**src/rtl/cpu_pkg.sv**
```systemverilog
// rtl/cpu_pkg.sv - shared widths and SRAM arbiter state encoding
package cpu_pkg;

  localparam int ADDR_W_DEF     = 8;
  localparam int DATA_W_DEF     = 8;
  localparam int STARVE_LIM_DEF = 3;

  typedef enum logic [1:0] {
    ST_IDLE = 2'd0,
    ST_ACC  = 2'd1,
    ST_CAP  = 2'd2,
    ST_ACK  = 2'd3
  } arb_state_t;

endpackage

```
**src/rtl/sram_arbiter_if.sv**
```systemverilog
// rtl/sram_arbiter_if.sv - decoder, LCD and SRAM signal bundle around the arbiter
interface sram_arbiter_if
  import cpu_pkg::*;
#(
  parameter int ADDR_W = ADDR_W_DEF,
  parameter int DATA_W = DATA_W_DEF
) ();

  logic              dec_rd_en;
  logic              dec_wr_en;
  logic [ADDR_W-1:0] dec_addr;
  logic [DATA_W-1:0] dec_wr_data;
  logic [DATA_W-1:0] dec_rd_data;
  logic              dec_ack;
  logic              dec_wait;

  logic              loc_req;
  logic [ADDR_W-1:0] data_loc;
  logic [DATA_W-1:0] lcd_data;
  logic              lcd_ack;

  logic [ADDR_W-1:0] sram_addr;
  logic              sram_rd_en;
  logic              sram_wr_en;
  logic [DATA_W-1:0] sram_wr_data;
  logic [DATA_W-1:0] sram_rd_data;

  // The arbiter itself.
  modport slave (
    input  dec_rd_en, dec_wr_en, dec_addr, dec_wr_data,
    input  loc_req, data_loc, sram_rd_data,
    output dec_rd_data, dec_ack, dec_wait, lcd_data, lcd_ack,
    output sram_addr, sram_rd_en, sram_wr_en, sram_wr_data
  );

  // The requesters plus the SRAM, seen from outside the arbiter.
  modport master (
    output dec_rd_en, dec_wr_en, dec_addr, dec_wr_data,
    output loc_req, data_loc, sram_rd_data,
    input  dec_rd_data, dec_ack, dec_wait, lcd_data, lcd_ack,
    input  sram_addr, sram_rd_en, sram_wr_en, sram_wr_data
  );

endinterface

```
**src/rtl/sram_arbiter.sv**
```systemverilog
// rtl/sram_arbiter.sv - two-port (decoder r/w, LCD read) single-SRAM arbiter
// with decoder priority and a bounded LCD starvation counter.
module sram_arbiter
  import cpu_pkg::*;
#(
  parameter int ADDR_W     = ADDR_W_DEF,
  parameter int DATA_W     = DATA_W_DEF,
  parameter int STARVE_LIM = STARVE_LIM_DEF
) (
  input  logic           clk,
  input  logic           sys_rst,
  sram_arbiter_if.slave  bus
);

  localparam int            CW  = $clog2(STARVE_LIM + 1);
  localparam logic [CW-1:0] LIM = CW'(STARVE_LIM);

  arb_state_t        state, state_nxt;
  logic [CW-1:0]     starve_cnt, starve_nxt;
  logic              grant, grant_lcd, grant_wr;
  logic              rd_en_nxt, wr_en_nxt, dec_ack_nxt, lcd_ack_nxt;
  logic              sel_lcd, op_wr;
  logic              rd_en_q, wr_en_q, dec_ack_q, lcd_ack_q;
  logic [ADDR_W-1:0] addr_q;
  logic [DATA_W-1:0] wdata_q, dec_rd_q, lcd_rd_q;
  logic              dec_req;

  assign dec_req = bus.dec_rd_en | bus.dec_wr_en;

  always_comb begin
    state_nxt   = state;
    starve_nxt  = starve_cnt;
    grant       = 1'b0;
    grant_lcd   = 1'b0;
    grant_wr    = 1'b0;
    rd_en_nxt   = 1'b0;
    wr_en_nxt   = 1'b0;
    dec_ack_nxt = 1'b0;
    lcd_ack_nxt = 1'b0;
    if (!bus.loc_req) starve_nxt = '0;
    case (state)
      ST_IDLE: begin
        if (dec_req || bus.loc_req) begin
          grant     = 1'b1;
          grant_lcd = bus.loc_req && (!dec_req || starve_cnt == LIM);
          // Write wins when the decoder raises both enables.
          grant_wr  = !grant_lcd && bus.dec_wr_en;
          rd_en_nxt = !grant_wr;
          wr_en_nxt = grant_wr;
          state_nxt = ST_ACC;
          if (grant_lcd)
            starve_nxt = '0;
          else if (bus.loc_req && starve_cnt != LIM)
            starve_nxt = starve_cnt + 1'b1;
        end
      end
      ST_ACC: begin
        if (op_wr) begin
          state_nxt   = ST_ACK;
          dec_ack_nxt = !sel_lcd;
          lcd_ack_nxt = sel_lcd;
        end else begin
          state_nxt = ST_CAP;
        end
      end
      ST_CAP: begin
        state_nxt   = ST_ACK;
        dec_ack_nxt = !sel_lcd;
        lcd_ack_nxt = sel_lcd;
      end
      ST_ACK:  state_nxt = ST_IDLE;
      default: state_nxt = ST_IDLE;
    endcase
  end

  always_ff @(posedge clk or negedge sys_rst) begin
    if (!sys_rst) begin
      state      <= ST_IDLE;
      starve_cnt <= '0;
      sel_lcd    <= 1'b0;
      op_wr      <= 1'b0;
      addr_q     <= '0;
      wdata_q    <= '0;
      rd_en_q    <= 1'b0;
      wr_en_q    <= 1'b0;
      dec_ack_q  <= 1'b0;
      lcd_ack_q  <= 1'b0;
      dec_rd_q   <= '0;
      lcd_rd_q   <= '0;
    end else begin
      state      <= state_nxt;
      starve_cnt <= starve_nxt;
      rd_en_q    <= rd_en_nxt;
      wr_en_q    <= wr_en_nxt;
      dec_ack_q  <= dec_ack_nxt;
      lcd_ack_q  <= lcd_ack_nxt;
      // Request fields are frozen at grant so later input changes are ignored.
      if (grant) begin
        sel_lcd <= grant_lcd;
        op_wr   <= grant_wr;
        addr_q  <= grant_lcd ? bus.data_loc : bus.dec_addr;
        wdata_q <= grant_lcd ? '0 : bus.dec_wr_data;
      end
      if (state == ST_CAP) begin
        if (sel_lcd) lcd_rd_q <= bus.sram_rd_data;
        else         dec_rd_q <= bus.sram_rd_data;
      end
    end
  end

  assign bus.sram_addr    = addr_q;
  assign bus.sram_wr_data = wdata_q;
  assign bus.sram_rd_en   = rd_en_q;
  assign bus.sram_wr_en   = wr_en_q;
  assign bus.dec_ack      = dec_ack_q;
  assign bus.lcd_ack      = lcd_ack_q;
  assign bus.dec_rd_data  = dec_rd_q;
  assign bus.lcd_data     = lcd_rd_q;
  assign bus.dec_wait     = dec_req & ~dec_ack_q;

endmodule

```
**src/flat_wrapper.sv**
```systemverilog
// flat-port wrapper written by rule: the top's interface ports become plain ports
module sram_arbiter_flat import cpu_pkg::*;
#(
  parameter int ADDR_W     = ADDR_W_DEF,
  parameter int DATA_W     = DATA_W_DEF,
  parameter int STARVE_LIM = STARVE_LIM_DEF
)
  (clk, sys_rst, bus_dec_rd_en, bus_dec_wr_en, bus_dec_addr, bus_dec_wr_data, bus_loc_req, bus_data_loc, bus_sram_rd_data, bus_dec_rd_data, bus_dec_ack, bus_dec_wait, bus_lcd_data, bus_lcd_ack, bus_sram_addr, bus_sram_rd_en, bus_sram_wr_en, bus_sram_wr_data);
  sram_arbiter_if #(.ADDR_W(ADDR_W), .DATA_W(DATA_W)) bus_i ();
  input  logic clk;
  input  logic sys_rst;
  input wire logic [$bits(bus_i.dec_rd_en)-1:0] bus_dec_rd_en;
  input wire logic [$bits(bus_i.dec_wr_en)-1:0] bus_dec_wr_en;
  input wire logic [$bits(bus_i.dec_addr)-1:0] bus_dec_addr;
  input wire logic [$bits(bus_i.dec_wr_data)-1:0] bus_dec_wr_data;
  input wire logic [$bits(bus_i.loc_req)-1:0] bus_loc_req;
  input wire logic [$bits(bus_i.data_loc)-1:0] bus_data_loc;
  input wire logic [$bits(bus_i.sram_rd_data)-1:0] bus_sram_rd_data;
  output wire logic [$bits(bus_i.dec_rd_data)-1:0] bus_dec_rd_data;
  output wire logic [$bits(bus_i.dec_ack)-1:0] bus_dec_ack;
  output wire logic [$bits(bus_i.dec_wait)-1:0] bus_dec_wait;
  output wire logic [$bits(bus_i.lcd_data)-1:0] bus_lcd_data;
  output wire logic [$bits(bus_i.lcd_ack)-1:0] bus_lcd_ack;
  output wire logic [$bits(bus_i.sram_addr)-1:0] bus_sram_addr;
  output wire logic [$bits(bus_i.sram_rd_en)-1:0] bus_sram_rd_en;
  output wire logic [$bits(bus_i.sram_wr_en)-1:0] bus_sram_wr_en;
  output wire logic [$bits(bus_i.sram_wr_data)-1:0] bus_sram_wr_data;
  assign bus_i.dec_rd_en = bus_dec_rd_en;
  assign bus_i.dec_wr_en = bus_dec_wr_en;
  assign bus_i.dec_addr = bus_dec_addr;
  assign bus_i.dec_wr_data = bus_dec_wr_data;
  assign bus_i.loc_req = bus_loc_req;
  assign bus_i.data_loc = bus_data_loc;
  assign bus_i.sram_rd_data = bus_sram_rd_data;
  assign bus_dec_rd_data = bus_i.dec_rd_data;
  assign bus_dec_ack = bus_i.dec_ack;
  assign bus_dec_wait = bus_i.dec_wait;
  assign bus_lcd_data = bus_i.lcd_data;
  assign bus_lcd_ack = bus_i.lcd_ack;
  assign bus_sram_addr = bus_i.sram_addr;
  assign bus_sram_rd_en = bus_i.sram_rd_en;
  assign bus_sram_wr_en = bus_i.sram_wr_en;
  assign bus_sram_wr_data = bus_i.sram_wr_data;
  sram_arbiter #(.ADDR_W(ADDR_W), .DATA_W(DATA_W), .STARVE_LIM(STARVE_LIM)) u_core (.clk(clk), .sys_rst(sys_rst), .bus(bus_i));
endmodule
```
**config.mk**
```make
export PLATFORM = sky130hd
export DESIGN_NAME = sram_arbiter_flat
export DESIGN_NICKNAME = d
export VERILOG_FILES = /design/src/rtl/cpu_pkg.sv /design/src/rtl/sram_arbiter_if.sv /design/src/rtl/sram_arbiter.sv /design/src/flat_wrapper.sv
export SDC_FILE = /design/constraint.sdc
export NUM_CORES = 1
export LEC_CHECK = 0
export CAP_MARGIN = 20
export CORE_ASPECT_RATIO = 0.7
export CORE_UTILIZATION = 46
export DETAILED_ROUTE_END_ITERATION = 8
export GPL_ROUTABILITY_DRIVEN = 0
export PLACE_DENSITY = 0.85
export SYNTH_ARGS = -nofsm -noshare
export SYNTH_HDL_FRONTEND = slang
export SYNTH_SLANG_ARGS = --single-unit
export TNS_END_PERCENT = 50
```
**constraint.sdc**
```tcl
create_clock -name clk -period 3.5 [get_ports clk]
set_input_delay 0.525 -clock clk [delete_from_list [all_inputs] [get_ports clk]]
set_output_delay 0.525 -clock clk [all_outputs]
set_load 0.05 [all_outputs]
```
; Word-level counts from Yosys, hierarchy flattened
; Index checks and enable logic that the tools add are counted.
[totals]
regBits = 42
input_bits = 37
wordCells = 57
[op_classes]
addsub = 1
eq_ne = 6
n_mux = 22
n_bitwise = 4
n_reduce_logical = 12
[op_table]
columns = cell, count
row1 = 8-bit 2-to-1 mux, 2
row2 = 2-bit 2-to-1 mux, 6
row3 = 1-bit 2-to-1 mux, 11
row4 = 2-bit case mux with 4 select lines, 1
row5 = "2-bit == test, second input constant", 3
row6 = 1-bit zero test, 4
row7 = 1-bit case mux with 2 select lines, 2
row8 = 2-bit AND reduction, 2
row9 = 1-bit logical AND, 3
row10 = "2-bit by 1-bit adder with 2-bit output, second input constant", 1
row11 = "2-bit by 1-bit == test with 1-bit output, second input constant", 1
row12 = 2-bit zero test, 1
row13 = 1-bit logical OR, 2
row14 = "2-bit by 1-bit != test with 1-bit output, second input constant", 1
row15 = "2-bit != test, second input constant", 1
row16 = 1-bit NOT, 2
row17 = 1-bit AND, 1
row18 = 1-bit OR, 1

; Logic depth before layout (Yosys ltp)
[depth]
word_depth = 9
ltp_mapped = 7
depth_no_buf = 5

; Worst setup path before layout
; Ideal clock, no wire load.
[synth_timing]
path_kind = in2out
start = input bus_dec_wr_en
end = output bus_dec_wait
arrival_time_ns = 1.367
t_required_ns = 2.975
path_slack_ns = 1.608
cell_stages = 3
path_buffers = 1
path_cell_list = buf_4 nor2_1 nor2_1
[synth_via]
elab_chain_len = 2
[synth_lines]
columns = item, line
row1 = from (decl), flat_wrapper.sv:13  ; input wire logic [$bits(bus_i.dec_wr_en)-1:0] bus_dec_wr_en;
row2 = 1-bit OR, sram_arbiter.sv:28  ; assign dec_req = bus.dec_rd_en | bus.dec_wr_en;
row3 = 1-bit AND, sram_arbiter.sv:119  ; assign bus.dec_wait = dec_req & ~dec_ack_q;
row4 = to (decl), flat_wrapper.sv:21  ; output wire logic [$bits(bus_i.dec_wait)-1:0] bus_dec_wait;
; No other way between the ends.

; Worst setup path after layout
; Ends and elaborated chain as after synthesis.

==> run summary <==
width of the die: 77.27 um
routed vias/inst: 5.245
Syn Std Cell Area: 1824 um2
post-synthesis simple-gate area fraction: 6.996%
Leak: 1.124 nW
R2R setup slack: 1.44 ns
Psw: 1.348 mW
CTS tree: yes
Routed WL: 4172 um
initial DRC count: 59
Mapped Cells: 147
Hold Path Class: input port to asynchronous set/reset pin
RSZ-0062 raised after global routing: no
Final setup viols: 0
Critical Setup Path Class: input port to primary output
fmax: 363.6 MHz
crit path max fanout: 8
combinational power share: 59.6%
critical path endpoint category: primary output
Post-DRT Antenna Nets: 0
minimum clock period: 2.750 ns
total gr overflow: 0
post-route setup TNS: 0 ns
clk_skew: 0.007947 ns
sequential area share after synthesis: 57.61%
placed cell count: 261
Finished Layout Cells: 269
vias in the first global route: 1,405
Int Power: 1.481 mW
total iterations of the first detailed-routing run: 4
CP startpoint kind: input port
Synth cell types: 27
H-tree depth: 2
first-pass GRT wire length: 6727 um
io pins: 74
initial antenna violation count: 0
ANT cells: 0
Initial Util: 50.00%
CTS resizes: 0
clk slew on worst S/H paths: 0.07 ns
xor/xnor cell area share of the yosys netlist: 0%
clock share of power: 11.1%
multiplexer share of the synthesized area: 9.877%
pwr dens: 1075 nW/um2
largest family of logic cells by synthesized area: compound AO/OA/AOI/OAI gates
later-pin clock latency in the skew report: 0.29 ns
outcome: completed
Synth Area in Adders: 2.743%
clk sinks: 42
Site Rows: 18
number of synthesis warnings: 0
relative slew slack: 38.36%
Req. time, crit path: 2.97 ns
# Post-CTS Setup Buffers: 0
period utilisation layout: 78.58%
Final Max Tran Viols: 0
final net count: 259
number of CTS-inserted buffers: 5
max cap viols: 0
final-report hold violation count: 0
HPWL after detailed placement: 3054 um
clock buffer depth: 2
Switching Fraction: 47.65%
pin count of the biggest net entering global routing: 43
Routed WL per cell: 15.51 um
via count: 1,411
Seq pwr share: 29.3%
core area: 3649 um2
residual DRC count: 0
Synth Area in Compound Gates: 17.97%
Syn Nets: 188
full die area: 4226 um2
layout cells sized above 1: 11.87%
hold_buf cts: 0
Synth Area per Inst: 12.41 um2
die height: 54.69 um
PortBufs: 73
flops & latches, synth: 42
Area growth syn-to-layout: 44.24%
root buffer cell: clkbuf_8
worst vdd ir: 0.5358 mV
Arr. time, crit path: 2.23 ns
Tightest Pin Transition: 0.9246 ns
total track usage: 21.40%
sequential cells by signal, indices dropped and copies added, names as in the netlist:
| register | cells |
|---|---|
| u_core.bus.sram_wr_en | 1 |
| u_core.starve_cnt | 2 |
| u_core.bus.sram_addr | 8 |
| u_core.bus.dec_rd_data | 8 |
| u_core.sel_lcd | 1 |
| u_core.op_wr | 1 |
| u_core.bus.sram_rd_en | 1 |
| u_core.bus.lcd_data | 8 |
| u_core.bus.sram_wr_data | 8 |
| u_core.bus.dec_ack | 1 |
| u_core.bus.lcd_ack | 1 |
| u_core.state | 2 |
layer usage:
metal | GRT usage [%] | part of all wire (%) | up-vias
li1 | - | - | 665
met1 | 28.36 | 44 | 676
met2 | 32.89 | 45 | 65
met3 | 7.167 | 9.3 | 5
met4 | 8.491 | 1.2 | 0
met5 | 0 | 0 | -
kinds of logic after synthesis:
| logic type | count (synthesis) |
|---|---|
| adders and majority gates | 4 |
| and+or+nand+nor | 27 |
| AOI/OAI and AO/OA | 45 |
| buffers and inverters | 13 |
| DFF | 42 |
| muxes | 16 |
power by group through the flow:
stage / registers [mW] / clock network [mW] / logic, mW
2_1_floorplan: 1.51 / 0 / 0.480
3_3_place_gp: 0.819 / 0 / 1.65
3_5_place_dp: 0.838 / 0 / 1.69
4_1_cts: 0.831 / 0.325 / 1.69
5_1_grt: 0.857 / 0.340 / 1.77
6_report: 0.830 / 0.314 / 1.68
final timing paths:
kind,start,end,depth (start not counted)
min in group clk,u_core.sel_lcd,u_core.bus.dec_ack,1
worst max-delay path,bus_dec_wr_en,bus_dec_wait,4
max in group asynchronous,sys_rst,u_core.bus.sram_wr_data[5],1
worst min-delay path,sys_rst,u_core.bus.lcd_data[1],1
worst max register to register,u_core.state[0],u_core.bus.sram_addr[4],5
worst min register to register,u_core.sel_lcd,u_core.bus.dec_ack,1
cells in the mapped netlist (all sizes together):
cell     count  area (um2)
a21o         1       7.510
a21oi        9       45.04
a22o         8       70.07
a22oi        8       60.06
a2bb2oi      1       26.28
and2         4       25.02
and3         1       6.260
buf          9       72.57
dfrtp       42        1051
ha           4       50.05
inv          4       15.01
mux2        16       180.2
nand2       14       52.55
nor2         4       15.01
nor2b        1       6.260
nor3         1       5.000
nor3b        1       7.510
o21a         2       15.01
o21ai       12       60.06
o21bai       1       7.510
o22ai        1       6.260
o31a         1       8.760
o31ai        1       21.27
or4b         1       10.01
layout make-up:
| cell class | instances | area [um2] |
|---|---|---|
| flip-flops and latches | 42 | 1051 |
| fillers | 261 | 1017 |
| repair buffers | 73 | 725.7 |
| multi-input cells | 92 | 685.7 |
| clock buffers | 7 | 86.33 |
| well taps | 50 | 62.56 |
| inverters | 4 | 15.01 |
| clock inverters | 1 | 5.005 |
worst max-delay path, stage by stage:
cell             delay (ns)
clkdlybuf4s50_1        0.69
nor2_1                 0.09
nor2_1                 0.11
clkdlybuf4s50_1        0.81
cell usage in the layout (no fill, tap or decap), types with 2 or more instances in the layout:
master and n:
o21ai_1 4, dfrtp_1 42, nand2_1 14, clkbuf_8 6
inv_1 4, mux2_2 16, o21a_1 2, nor2_1 4
a22oi_1 8, ha_1 4, a22o_1 8, o21ai_0 8
a21oi_1 9, and2_1 4, clkdlybuf4s50_1 72
through the flow:
| step | setup WS [ns] | total power [mW] | hold WS, ns | cell area, um2 | util [%] |
|---|---|---|---|---|---|
| after floorplan | 1.608 | 1.987 | 0.2294 | 1824 | - |
| after global placement | 0.8054 | 2.469 | 0.4359 | 2540 | 69.62 |
| after detailed placement | 0.7436 | 2.524 | 0.4634 | 2540 | 69.62 |
| after CTS | 0.7431 | 2.848 | 0.3873 | 2631 | 72.12 |
| after global routing | 0.6844 | 2.972 | 0.4500 | 2631 | 72.12 |
| final | 0.7496 | 2.828 | 0.3708 | 2631 | 72.12 |
(Power assumes the default switching activity.)
